## src/rtl/button_event_arbiter_if.sv

```systemverilog
// Key-event interface between the button arbiter, its debouncer bank and the game FSM.
// The slave modport is the arbiter side; the master modport is the driver/consumer side.
interface button_event_arbiter_if #(
  parameter int N_BTN = 5
);
  logic [N_BTN-1:0] btn_level;
  logic             evt_ready;
  logic             sample_tick;
  logic             evt_valid;
  logic [2:0]       evt_code;
  logic             evt_repeat;
  logic             overrun;

  modport slave (
    input  btn_level, evt_ready,
    output sample_tick, evt_valid, evt_code, evt_repeat, overrun
  );

  modport master (
    output btn_level, evt_ready,
    input  sample_tick, evt_valid, evt_code, evt_repeat, overrun
  );
endinterface

```

## src/rtl/button_event_arbiter.sv

```systemverilog
// Turns debounced button levels into a one-at-a-time stream of key events with
// fixed-priority grant, hold/auto-repeat, and the shared debouncer sample tick.
module button_event_arbiter #(
  parameter int N_BTN        = 5,
  parameter int TICK_DIV     = 131072,
  parameter int HOLD_TICKS   = 40,
  parameter int REPEAT_TICKS = 10
) (
  input logic                    clk_sys,
  input logic                    rst,
  button_event_arbiter_if.slave  bus
);

  localparam int PW   = (TICK_DIV > 1) ? $clog2(TICK_DIV) : 1;
  localparam int CMAX = (HOLD_TICKS > REPEAT_TICKS) ? HOLD_TICKS : REPEAT_TICKS;
  localparam int CW   = (CMAX > 1) ? $clog2(CMAX) : 1;

  localparam logic [PW-1:0] PRESC_LAST  = PW'(TICK_DIV - 1);
  localparam logic [CW-1:0] HOLD_LAST   = CW'(HOLD_TICKS - 1);
  localparam logic [CW-1:0] REPEAT_LAST = CW'(REPEAT_TICKS - 1);

  typedef enum logic [1:0] {S_IDLE, S_HOLD, S_REPEAT} state_t;

  state_t           state_q, state_d;
  logic [PW-1:0]    presc_q, presc_d;
  logic [N_BTN-1:0] btn_prev_q, btn_prev_d;
  logic [N_BTN-1:0] pending_q, pending_d;
  logic             evt_valid_q, evt_valid_d;
  logic [2:0]       evt_code_q, evt_code_d;
  logic             evt_repeat_q, evt_repeat_d;
  logic             overrun_q, overrun_d;
  logic             rpt_pending_q, rpt_pending_d;
  logic [2:0]       held_idx_q, held_idx_d;
  logic [CW-1:0]    cnt_q, cnt_d;

  logic             sample_tick;
  logic [N_BTN-1:0] rise;
  logic [N_BTN-1:0] grant_oh;
  logic [2:0]       grant_idx;
  logic             slot_free, fresh_grant, rpt_grant, rpt_set, rpt_clear;

  // NOTE: every signal assigned in this block gets a default first, so no path
  // leaves a value unassigned and no latch is inferred.
  always_comb begin
    sample_tick = (presc_q == PRESC_LAST);
    presc_d     = sample_tick ? '0 : presc_q + 1'b1;

    rise       = bus.btn_level & ~btn_prev_q;
    btn_prev_d = bus.btn_level;

    // Lowest index wins: scan downwards so the last hit is the smallest index.
    grant_idx = '0;
    for (int i = N_BTN - 1; i >= 0; i--) begin
      if (pending_q[i]) grant_idx = i[2:0];
    end

    slot_free   = !evt_valid_q || bus.evt_ready;
    fresh_grant = slot_free && (|pending_q);
    rpt_grant   = slot_free && !(|pending_q) && rpt_pending_q;
    grant_oh    = fresh_grant ? (N_BTN'(1) << grant_idx) : '0;

    pending_d = (pending_q & ~grant_oh) | rise;
    overrun_d = |(rise & pending_q & ~grant_oh);

    evt_valid_d  = evt_valid_q;
    evt_code_d   = evt_code_q;
    evt_repeat_d = evt_repeat_q;
    if (fresh_grant) begin
      evt_valid_d  = 1'b1;
      evt_code_d   = grant_idx;
      evt_repeat_d = 1'b0;
    end else if (rpt_grant) begin
      evt_valid_d  = 1'b1;
      evt_code_d   = held_idx_q;
      evt_repeat_d = 1'b1;
    end else if (slot_free) begin
      evt_valid_d  = 1'b0;
    end

    state_d    = state_q;
    held_idx_d = held_idx_q;
    cnt_d      = cnt_q;
    rpt_set    = 1'b0;
    rpt_clear  = 1'b0;
    case (state_q)
      S_HOLD: if (sample_tick) begin
        if (cnt_q == HOLD_LAST) begin
          rpt_set = 1'b1;
          cnt_d   = '0;
          state_d = S_REPEAT;
        end else begin
          cnt_d = cnt_q + 1'b1;
        end
      end
      S_REPEAT: if (sample_tick) begin
        if (cnt_q == REPEAT_LAST) begin
          rpt_set = 1'b1;
          cnt_d   = '0;
        end else begin
          cnt_d = cnt_q + 1'b1;
        end
      end
      default: ;
    endcase

    if (state_q != S_IDLE && !bus.btn_level[held_idx_q]) begin
      state_d   = S_IDLE;
      cnt_d     = '0;
      rpt_clear = 1'b1;
    end

    // A new fresh press always retargets the tracker, even over a release.
    if (fresh_grant) begin
      state_d    = S_HOLD;
      held_idx_d = grant_idx;
      cnt_d      = '0;
      rpt_clear  = 1'b1;
    end

    rpt_pending_d = rpt_clear ? 1'b0 : ((rpt_pending_q & ~rpt_grant) | rpt_set);
  end

  // NOTE: state registers use non-blocking assignments so every flop samples
  // the pre-edge values regardless of statement order.
  always_ff @(posedge clk_sys or posedge rst) begin
    if (rst) begin
      state_q       <= S_IDLE;
      presc_q       <= '0;
      btn_prev_q    <= '1;
      pending_q     <= '0;
      evt_valid_q   <= 1'b0;
      evt_code_q    <= '0;
      evt_repeat_q  <= 1'b0;
      overrun_q     <= 1'b0;
      rpt_pending_q <= 1'b0;
      held_idx_q    <= '0;
      cnt_q         <= '0;
    end else begin
      state_q       <= state_d;
      presc_q       <= presc_d;
      btn_prev_q    <= btn_prev_d;
      pending_q     <= pending_d;
      evt_valid_q   <= evt_valid_d;
      evt_code_q    <= evt_code_d;
      evt_repeat_q  <= evt_repeat_d;
      overrun_q     <= overrun_d;
      rpt_pending_q <= rpt_pending_d;
      held_idx_q    <= held_idx_d;
      cnt_q         <= cnt_d;
    end
  end

  assign bus.sample_tick = sample_tick;
  assign bus.evt_valid   = evt_valid_q;
  assign bus.evt_code    = evt_code_q;
  assign bus.evt_repeat  = evt_repeat_q;
  assign bus.overrun     = overrun_q;

endmodule

```

## src/flat_wrapper.sv

```systemverilog
// flat-port wrapper written by rule: the top's interface ports become plain ports
module button_event_arbiter_flat 
#(
  parameter int N_BTN        = 5,
  parameter int TICK_DIV     = 131072,
  parameter int HOLD_TICKS   = 40,
  parameter int REPEAT_TICKS = 10
)
  (clk_sys, rst, bus_btn_level, bus_evt_ready, bus_sample_tick, bus_evt_valid, bus_evt_code, bus_evt_repeat, bus_overrun);
  button_event_arbiter_if #(.N_BTN(N_BTN)) bus_i ();
  input logic clk_sys;
  input logic rst;
  input wire logic [$bits(bus_i.btn_level)-1:0] bus_btn_level;
  input wire logic [$bits(bus_i.evt_ready)-1:0] bus_evt_ready;
  output wire logic [$bits(bus_i.sample_tick)-1:0] bus_sample_tick;
  output wire logic [$bits(bus_i.evt_valid)-1:0] bus_evt_valid;
  output wire logic [$bits(bus_i.evt_code)-1:0] bus_evt_code;
  output wire logic [$bits(bus_i.evt_repeat)-1:0] bus_evt_repeat;
  output wire logic [$bits(bus_i.overrun)-1:0] bus_overrun;
  assign bus_i.btn_level = bus_btn_level;
  assign bus_i.evt_ready = bus_evt_ready;
  assign bus_sample_tick = bus_i.sample_tick;
  assign bus_evt_valid = bus_i.evt_valid;
  assign bus_evt_code = bus_i.evt_code;
  assign bus_evt_repeat = bus_i.evt_repeat;
  assign bus_overrun = bus_i.overrun;
  button_event_arbiter #(.N_BTN(N_BTN), .TICK_DIV(TICK_DIV), .HOLD_TICKS(HOLD_TICKS), .REPEAT_TICKS(REPEAT_TICKS)) u_core (.clk_sys(clk_sys), .rst(rst), .bus(bus_i));
endmodule
```

## config.mk

```make
export PLATFORM = sky130hd
export DESIGN_NAME = button_event_arbiter_flat
export DESIGN_NICKNAME = d
export VERILOG_FILES = /design/src/rtl/button_event_arbiter_if.sv /design/src/rtl/button_event_arbiter.sv /design/src/flat_wrapper.sv
export SDC_FILE = /design/constraint.sdc
export NUM_CORES = 1
export LEC_CHECK = 0
export CAP_MARGIN = 20
export CORE_MARGIN = 2
export CORE_UTILIZATION = 62
export DETAILED_ROUTE_END_ITERATION = 8
export GPL_TIMING_DRIVEN = 0
export HOLD_SLACK_MARGIN = 0.15
export PLACE_DENSITY = 0.83
export SLEW_MARGIN = 10
export SYNTH_ARGS = -nofsm -noshare
export SYNTH_HDL_FRONTEND = slang
export SYNTH_SLANG_ARGS = --single-unit
```

## constraint.sdc

```tcl
create_clock -name clk_sys -period 7.2 [get_ports clk_sys]
set_clock_uncertainty 0.15 [all_clocks]
set_input_delay 0.72 -clock clk_sys [delete_from_list [all_inputs] [get_ports clk_sys]]
set_output_delay 0.72 -clock clk_sys [all_outputs]
set_load 0.02 [all_outputs]
```

# --- After elaboration in Yosys (flattened, before gate mapping) ---
# Cells that the tools add are included.
# W data, S select, Z words.
totals:
  inputBits: 8
  out_inout_bits: 7
  elab_cells: 87
  regBits: 45
op_classes:
  n_addsub: 2
  magnitude_cmp: 1
  n_eq_ne: 7
  mux: 36
  reduce_logical: 19
  shift: 1
  bitwise_logic: 10
ops:
  columns: ["operator", "count"]
  rows:
  - ["$mux W6", 6]
  - ["$mux W3", 7]
  - ["$and A5 B5 Y5", 4]
  - ["$add A17 B1 Y17 const B", 1]
  - ["$eq A17 B17 Y1 const B", 1]
  - ["$mux W17", 1]
  - ["$mux W1", 13]
  - ["$pmux W6 S2", 1]
  - ["$reduce_bool A3 Y1", 4]
  - ["$mux W2", 5]
  - ["$not A5 Y5", 2]
  - ["$reduce_or A5 Y1", 2]
  - ["$ne A4 B2 Y1 const B", 2]
  - ["$add A6 B1 Y6 const B", 1]
  - ["$eq A6 B4 Y1 const B", 1]
  - ["$eq A6 B6 Y1 const B", 1]
  - ["$reduce_and A3 Y1", 2]
  - ["$mux W5", 1]
  - ["$or A5 B5 Y5", 1]
  - ["$shl A1 B3 Y5 const A", 1]
  - ["$logic_and A1 B1 Y1", 4]
  - ["$lt A3 B4 Y1 const B", 1]
  - ["$reduce_bool A2 Y1", 2]
  - ["$reduce_bool A4 Y1", 1]
  - ["9 further kinds", 11]

# --- Depth between registers and ports, before layout ---
# Gate-level depths: netlist (run 1).
logic_depth:
  depth_word: 10
  mapped_depth: 9
  ltp_nobuf: 8

# --- Least setup slack after synthesis (run 1) ---
# Ideal clock, no wire load.
synth_timing:
  path_type: "flip-flop to flip-flop"
  start: "reg u_core.presc_q[9]"
  end: "reg u_core.cnt_q[2]"
  setup_ns: 0.078
  synth_period_minus_slack_ns: 2.452
  t_required_ns: 6.972
  slack_ns: 4.748
  arrival_ns: 2.224
  stages_incl_launch_ff: 10
  n_path_buf: 1
  cell_sequence: "dfrtp_1 > and4_1 > nand3_1 > nor4_1 > ha_1 > clkbuf_1 > o21a_1 > nand2_1 > or3b_2 > a21oi_1"
synth_between:
  elab_chain_len: 3
  elab_cells_between_ends: 4
  cone_classes: "eq/ne (3); reduce/logical (1)"
synth_lines:
  columns: ["element", "line", "rtl"]
  rows:
  - ["from (decl)", "button_event_arbiter.sv:25", "logic [PW-1:0] presc_q, presc_d;"]
  - ["from (signal assigned)", "button_event_arbiter.sv:140", "presc_q <= presc_d;"]
  - ["$eq A17 B17 Y1 *", "button_event_arbiter.sv:45", "sample_tick = (presc_q == PRESC_LAST);"]
  - ["$ne A4 B2 Y1 (no source line)", null, null]
  - ["$reduce_and A3 Y1 (no source line) *", null, null]
  - ["to (signal assigned)", "button_event_arbiter.sv:149", "cnt_q <= cnt_d;"]
  - ["to (decl)", "button_event_arbiter.sv:34", "logic [CW-1:0] cnt_q, cnt_d;"]
# Every way passes the cells marked *; elsewhere a longest branch is shown, timed or not.
# A chain may end at the register's enable or synchronous reset.

# --- Final worst setup path (run 1) ---
layout_timing:
  start: "reg u_core.presc_q[5]"
  end: "out bus_sample_tick"
layout_between:
  elab_chain_len: 1
layout_lines:
  columns: ["element", "line", "rtl"]
  rows:
  - ["$eq A17 B17 Y1", "button_event_arbiter.sv:45", null]
  - ["to (decl)", "flat_wrapper.sv:15", "output wire logic [$bits(bus_i.sample_tick)-1:0] bus_sample_tick;"]
# No other way between the ends.

==> results.tsv, run 1 <==
stage	metric	value	unit
run_status	status	finished, final reports clean	
power	pwr-share-clk	26.8	%
floorplan	ioPinCount	15	
floorplan	die_width	63.7	µm
synth	synth_top_area_share	45.4	%
clock_network	cts_resized	0	
grt	grt_max_degree	31	
power	p_sw	115	µW
placed_design	place.gp.congestion	0.916	
sta	slew_headroom	62.8	%
synth	avgSynthCellArea	10.5	µm²
grt	grt_pass1_wl	7490	µm
sta	post-route-min-period	3.42	ns
final_layout	seq_area	1130	µm²
power	combPwrFrac	12.6	%
clock_network	htreeDepth	2	
routing	drt_iter0_markers	140	
power	leakagePower	1.05	nW
final_layout	utilization	73.3	%
sta	fin_crit_sh	47.6	%
min_path	holdPathStages	1	
power	powerDensity	183	nW/µm²
sta	finalSetupViolations	0	
sta	setup_tns	0	ns
synth	yosysUniqueCellTypes	48	
routing	routedWlPerCell	15.4	µm
routing	firstDrtPassIters	4	
power	ir_worst_vdd	174	µV
sta	report.final.slew_viol_count	0	
grt	grt_util_all_layers	23.4	%
grt	grt_pass1_vias	1661	
clock_network	cts.clk_slew.worst_paths	0.13	ns
min_path	hp-start	u_core.presc_q[0]$_DFF_PP0_	
sta	layout_setup_ws	3.78	ns
synth	yosysMostFrequentCell	dfrtp_1	
clock_network	root_buffer	clkbuf_4	
placed_design	place_hpwl	3210	µm
floorplan	start_util	65.1	%
sta	hold_viol_final	0	
final_layout	design_area	2480	µm²
routing	vias	1677	
floorplan	core_region_area	3390	µm²
synth	synth_area	2210	µm²
synth	yosysWarningCount	0	
final_layout	syn_to_final_growth	12.5	%
synth	yosys-top-cells-count	40 x dfrtp_1, 21 x nor2_1, 18 x nand2_1	
clock_network	numCtsBuffers	5	
critical_path	arrival	2.55	ns
power	p_seq_share	60.5	%
sta	tightest_slew	0.553	ns
critical_path	reg2reg_from	u_core.presc_q[5]$_DFF_PP0_	
floorplan	die_y	63.7	µm
routing	final_antenna_net_count	0	
run	drv_cap	0	
synth	synth-seq-cells	45	
power	switching_share	25.2	%
clock_network	cts_tree	done	
min_path	hp-class	reg2reg	
final_layout	n_fill_cell	240	
critical_path	start_kind	flip-flop	
placed_design	pre_cts_ws	4.15	ns
critical_path	required	6.33	ns
clock_network	clockBufferDepth	2	
synth	synth_area_leader_cell	dfrtp_1	
critical_path	path_class	reg2out	
routing	drt-vias-per-instance	6.01	
synth	synth-edff-count	0	
critical_path	worst_r2r_endpoint	u_core.cnt_q[2]$_DFFE_PP0P_	
placed_design	portBuffers	14	
synth	synth.net_count	226	
final_layout	multiInputGateArea	1020	µm²
critical_path	r2r_setup_slack	4.32	ns
power	power.internal	341	µW
critical_path	endpoint_kind	output pin	
synth	syn_inst	210	
clock_network	cts.sinks	45	
synth	async_flop_share	100	%
clock_network	clk_latency	0.34	ns
placed_design	placedInstanceArea	2420	µm²
grt	antenna_found_initial	0	
clock_network	post_cts_buffers	0	
sta	fmax	292	MHz
routing	drc	0	
floorplan	die-area	4050	µm²
critical_path	critPathMaxFanout	7	
routing	finalWirelength	4290	µm
final_layout	antenna_cells	0	
final_layout	fin_nets	248	
synth	yosys-top-cells-area	dfrtp_1 45%, dfstp_2 6.0%, ha_1 4.5%	
synth	synth_flop_cell	dfrtp_1	
min_path	hold_end	u_core.presc_q[0]$_DFF_PP0_	
synth	ys_seq_area_share	51.3	%
critical_path	rr_worst_depth	8	
clock_network	holdBufCountCts	0	
sta	rsz0062_at_grt	false	
grt	grt_overflow	0	
final_layout	drive_above_1_share	11.6	%
floorplan	rows	21	
metal layers:
layer	share of wire (%)	vias up	track usage [%]
met5	0	-	0
met4	1.1	0	7.34
met3	3.8	6	3.75
met2	50	47	38.4
met1	45	836	32.0
li1	-	788	-
cell type report:
| cell class | instances | area share (%) |
|---|---|---|
| plain buffers | 4 | 1.01 |
| multi-input cells | 152 | 40.9 |
| clock buffers | 8 | 2.37 |
| inverters | 9 | 1.36 |
| well taps | 46 | 2.32 |
| flip-flops and latches | 45 | 45.6 |
| repair buffers | 15 | 6.45 |
critical path: stages (launching register included):
cell	delay (ns)
dfrtp_1	0.48
nand4_1	0.27
nor4_1	0.50
ha_1	0.33
clkdlybuf4s50_1	0.64
through the flow:
step / power [mW] / hold WS (ns) / std cells
after global routing: 0.476 / 0.391 / 279
final: 0.455 / 0.368 / 279
after detailed placement: 0.338 / 0.347 / 271
after CTS: 0.457 / 0.364 / 279
after floorplan: 0.314 / 0.298 / 210
after global placement: 0.333 / 0.322 / 270
layout by cell type (no fill, tap or decap), types with 2 or more instances in the layout:
master / n
ha_1: 8
and4_1: 3
clkdlybuf4s50_1: 14
nand2_4: 2
dfrtp_1: 40
nor4_1: 3
nand3_1: 11
clkbuf_4: 5
nor2_1: 21
nand2b_1: 2
or4_1: 2
a32oi_1: 2
clkbuf_1: 5
nor4bb_1: 2
o21ai_0: 10
nor3_1: 4
nor2b_1: 4
dfstp_2: 5
a21o_1: 3
a21oi_1: 8
mux2_2: 2
nand3b_1: 3
xnor2_1: 6
nand2_1: 18
nand4_1: 6
a31oi_1: 2
a21o_2: 2
xor2_1: 7
clkbuf_8: 2
or3_1: 2
inv_1: 8
state kept, by name, summed over array words and instances (netlist names):
register	flops
u_core.bus.evt_valid	1
u_core.presc_q	17
u_core.bus.evt_repeat	1
u_core.btn_prev_q	5
u_core.bus.overrun	1
u_core.pending_q	5
u_core.cnt_q	6
u_core.rpt_pending_q	1
u_core.held_idx_q	3
u_core.state_q	2
u_core.bus.evt_code	3
how the worst max path moves through the flow:
stage	start	to	slack, ns
floorplan	u_core.presc_q[9]$_DFF_PP0_	u_core.cnt_q[2]$_DFFE_PP0P_	4.75
global placement	u_core.presc_q[5]$_DFF_PP0_	bus_sample_tick	4.27
detailed placement	u_core.presc_q[5]$_DFF_PP0_	bus_sample_tick	4.15
CTS	u_core.presc_q[5]$_DFF_PP0_	bus_sample_tick	3.78
global route	u_core.presc_q[5]$_DFF_PP0_	bus_sample_tick	3.60
finish	u_core.presc_q[5]$_DFF_PP0_	bus_sample_tick	3.78
cell families (layout without fill, tap and decap cells):
family                     after synthesis  after routing  synth area share (%)
AOI/OAI and AO/OA                       35             35                  10.7
xor gates and xnor gates                13             13                  5.16
and+or+nand+nor                         92             92                  23.0
adders and majority gates                8              8                  4.54
buffers and inverters                   13             36                  2.66
muxes                                    4              4                  2.72
DFF                                     45             45                  51.3
power by group through the flow:
stage | Sequential [mW] | Clock [mW] | Combinational [mW]
after detailed placement | 0.280 | 0 | 0.0577
after floorplan | 0.282 | 0 | 0.0327
after global routing | 0.277 | 0.135 | 0.0634
final | 0.276 | 0.122 | 0.0576
after CTS | 0.275 | 0.123 | 0.0581
after global placement | 0.279 | 0 | 0.0540
Note: power is estimated with default switching activity, not from simulation.
==> run 2: changes to the inputs <==
--- a/config.mk
+++ b/config.mk
@@ -7,11 +7,11 @@
 export LEC_CHECK = 0
 export CAP_MARGIN = 20
 export CORE_MARGIN = 2
-export CORE_UTILIZATION = 62
+export CORE_UTILIZATION = 52
 export DETAILED_ROUTE_END_ITERATION = 8
 export GPL_TIMING_DRIVEN = 0
 export HOLD_SLACK_MARGIN = 0.15
-export PLACE_DENSITY = 0.83
+export PLACE_DENSITY = 0.74
 export SLEW_MARGIN = 10
 export SYNTH_ARGS = -nofsm -noshare
 export SYNTH_HDL_FRONTEND = slang
==> constraint.sdc (replaced) <==
create_clock -name clk_sys -period 2.85 [get_ports clk_sys]
set_clock_uncertainty 0.15 [all_clocks]
set_input_delay 0.285 -clock clk_sys [delete_from_list [all_inputs] [get_ports clk_sys]]
set_output_delay 0.285 -clock clk_sys [all_outputs]
set_load 0.02 [all_outputs]
==> run 2 against run 1 <==
Compared with the run above: utilization is 11 points lower; clock-buffer cell count down 1; worst hold slack lost 0.20 ns; clock power rose to 3.1 times the previous value.
==> results.tsv, run 2 (synthesis results as in run 1) <==
stage	metric	value	unit	change
critical_path	r2r_setup_slack	0.22	ns	-4.10 ns
final_layout	antenna_cells	0		unchanged
clock_network	cts.sinks	45		unchanged
clock_network	post_cts_buffers	0		unchanged
critical_path	worst_r2r_endpoint	u_core.cnt_q[2]$_DFFE_PP0P_		
grt	grt_pass1_vias	1614		-2.8%
clock_network	clockBufferDepth	2		unchanged
clock_network	cts_tree	done		
critical_path	crit_end	u_core.cnt_q[2]$_DFFE_PP0P_		
final_layout	regMostFlops	u_core.presc_q		
routing	vias	1612		-3.9%
critical_path	start_kind	flip-flop		
floorplan	start_util	54.8	%	-10 points
floorplan	rows	23		+9.5%
clock_network	numCtsBuffers	5		unchanged
critical_path	endpoint_kind	flip-flop		
final_layout	syn_to_final_growth	14.1	%	
clock_network	cts.clk_slew.worst_paths	0.09	ns	-0.04 ns
sta	fmax	380	MHz	
clock_network	holdBufCountCts	0		unchanged
final_layout	largestRegisters	u_core.presc_q x17, u_core.cnt_q x6		
sta	tightest_slew	0.561	ns	+0.00790 ns
grt	grt_overflow	0		unchanged
sta	fin_crit_sh	92.4	%	
routing	routedWlPerCell	14.2	µm	-7.7%
sta	hold_viol_final	0		unchanged
floorplan	ioPinCount	15		unchanged
final_layout	n_fill_cell	333		+39%
routing	drc	0		unchanged
final_layout	fin_nets	247		-0.40%
sta	finalSetupViolations	0		unchanged
sta	rsz0062_at_grt	false		
routing	drt_iter0_markers	66		-53%
critical_path	startpoint	u_core.presc_q[9]$_DFF_PP0_		
floorplan	die-area	4780	µm²	+18%
run_status	status	finished, final reports clean		
final_layout	layout_common_cells	40 x dfrtp_1, 21 x nor2_1, 18 x nand2_1, 13 x clkdlybuf4s50_1, 11 x nand3_1		
run	drv_cap	0		unchanged
critical_path	arrival	2.70	ns	+0.15 ns
critical_path	reg2reg_from	u_core.presc_q[9]$_DFF_PP0_		
critical_path	required	2.92	ns	-3.41 ns
critical_path	path_class	reg2reg		
min_path	hp-class	in2async		
critical_path	critPathMaxFanout	8		+1
sta	setup_tns	0	ns	unchanged
floorplan	die_width	69.2	µm	+8.6%
grt	grt_util_all_layers	18.0	%	-5.4 points
clock_network	clk_latency	0.30	ns	-0.04 ns
floorplan	die_y	69.2	µm	+8.6%
clock_network	root_buffer	clkbuf_8		
power	powerDensity	482	nW/µm²	+160%
grt	grt_pass1_wl	6960	µm	-7.1%
routing	drt-vias-per-instance	5.72		-4.9%
placed_design	place_hpwl	2950	µm	-8.0%
grt	grt_max_degree	26		-16%
placed_design	placedInstanceArea	2430	µm²	+0.21%
sta	fin_hold_ws	0.170	ns	-0.198 ns
sta	slew_headroom	62.2	%	-0.53 points
placed_design	portBuffers	14		unchanged
critical_path	rr_worst_depth	8		unchanged
power	total_power	1.21	mW	+170%
routing	final_antenna_net_count	0		unchanged
floorplan	core_region_area	4030	µm²	+19%
power	ir_worst_vdd	452	µV	+160%
routing	firstDrtPassIters	4		unchanged
final_layout	largest_reg_flops	17		unchanged
sta	post-route-min-period	2.63	ns	
routing	finalWirelength	4000	µm	-6.7%
grt	antenna_found_initial	0		unchanged
final_layout	final_common_cell	dfrtp_1		
clock_network	htreeDepth	2		unchanged
placed_design	place.gp.congestion	0.838		-8.6%
final_layout	design_area	2520	µm²	+1.4%
power	leakagePower	1.08	nW	+2.3%
sta	report.final.slew_viol_count	0		unchanged
final_layout	drive_above_1_share	12.5	%	+0.91 points
## run 2: cell types whose count changed in the layout (fill, tap and decap cells not counted)
cell             previous run  this run
clkbuf_1                    5         4
clkdlybuf4s50_1            14        13
ha_1                        8         7
dlymetal6s2s_1              0         1
nor4_2                      0         1
ha_2                        0         1
clkbuf_4                    5         0
clkbuf_8                    2         6
clkinv_2                    0         1
nor4_1                      3         2
## run 2: routing by layer
layer | vias up | routed length (µm) | track usage, %
met1 | 793 | 1920 | 24.1
met2 | 22 | 1860 | 27.9
met4 | 0 | 74 | 8.50
li1 | 789 | - | -
met3 | 8 | 144 | 4.09
met5 | - | 0 | 0
## run 2: report_power, final
part | internal, mW | switching (mW)
clock | 0.172 | 0.203
sequential | 0.669 | 0.0253
combinational | 0.0686 | 0.0749
## run 2: per-stage QoR
| stage | utilization [%] | instances | worst slack [ns] |
|---|---|---|---|
| floorplan | - | 210 | 0.398 |
| global placement | 59.8 | 274 | 0.148 |
| detailed placement | 60.3 | 275 | 0.0775 |
| CTS | 62.4 | 283 | 0.00809 |
| global route | 62.5 | 282 | 0.0191 |
| finish | 62.5 | 282 | 0.215 |
## run 2: cell type report
class / instances / area, µm² / area share (%)
Tap cell: 50 / 62.6 / 2.48
Buffer: 3 / 21.3 / 0.845
Multi-Input combinational cell: 152 / 1020 / 40.7
Clock buffer: 7 / 76.3 / 3.03
Inverter: 9 / 33.8 / 1.34
Timing Repair Buffer: 15 / 163 / 6.46
Sequential cell: 45 / 1130 / 45.0
Clock inverter: 1 / 5.00 / 0.199
## run 2: worst min-delay path by stage
stage | from | end
6_report | rst | u_core.held_idx_q[2]$_DFFE_PP0N_
5_1_grt | rst | u_core.held_idx_q[0]$_DFFE_PP0N_
4_1_cts | rst | u_core.bus.evt_repeat$_DFFE_PP0P_
3_5_place_dp | u_core.presc_q[0]$_DFF_PP0_ | u_core.presc_q[0]$_DFF_PP0_
3_3_place_gp | u_core.presc_q[0]$_DFF_PP0_ | u_core.presc_q[0]$_DFF_PP0_
2_1_floorplan | bus_btn_level[0] | u_core.btn_prev_q[0]$_DFF_PP1_
## run 2: critical path, stage by stage, from the launching register on
cell     delay, ns
dfrtp_1       0.43
and4_1        0.23
nand3_1       0.14
nor4_2        0.31
ha_1          0.38
o21a_1        0.26
nand2_1       0.09
or3b_2        0.43
a21oi_1       0.13
## run 2: repair_timing
item	4_1_cts	5_1_grt
gates resized for setup	1	2
hold endpoints to repair	0	0
setup endpoints to repair	1	4
pin swaps	0	1
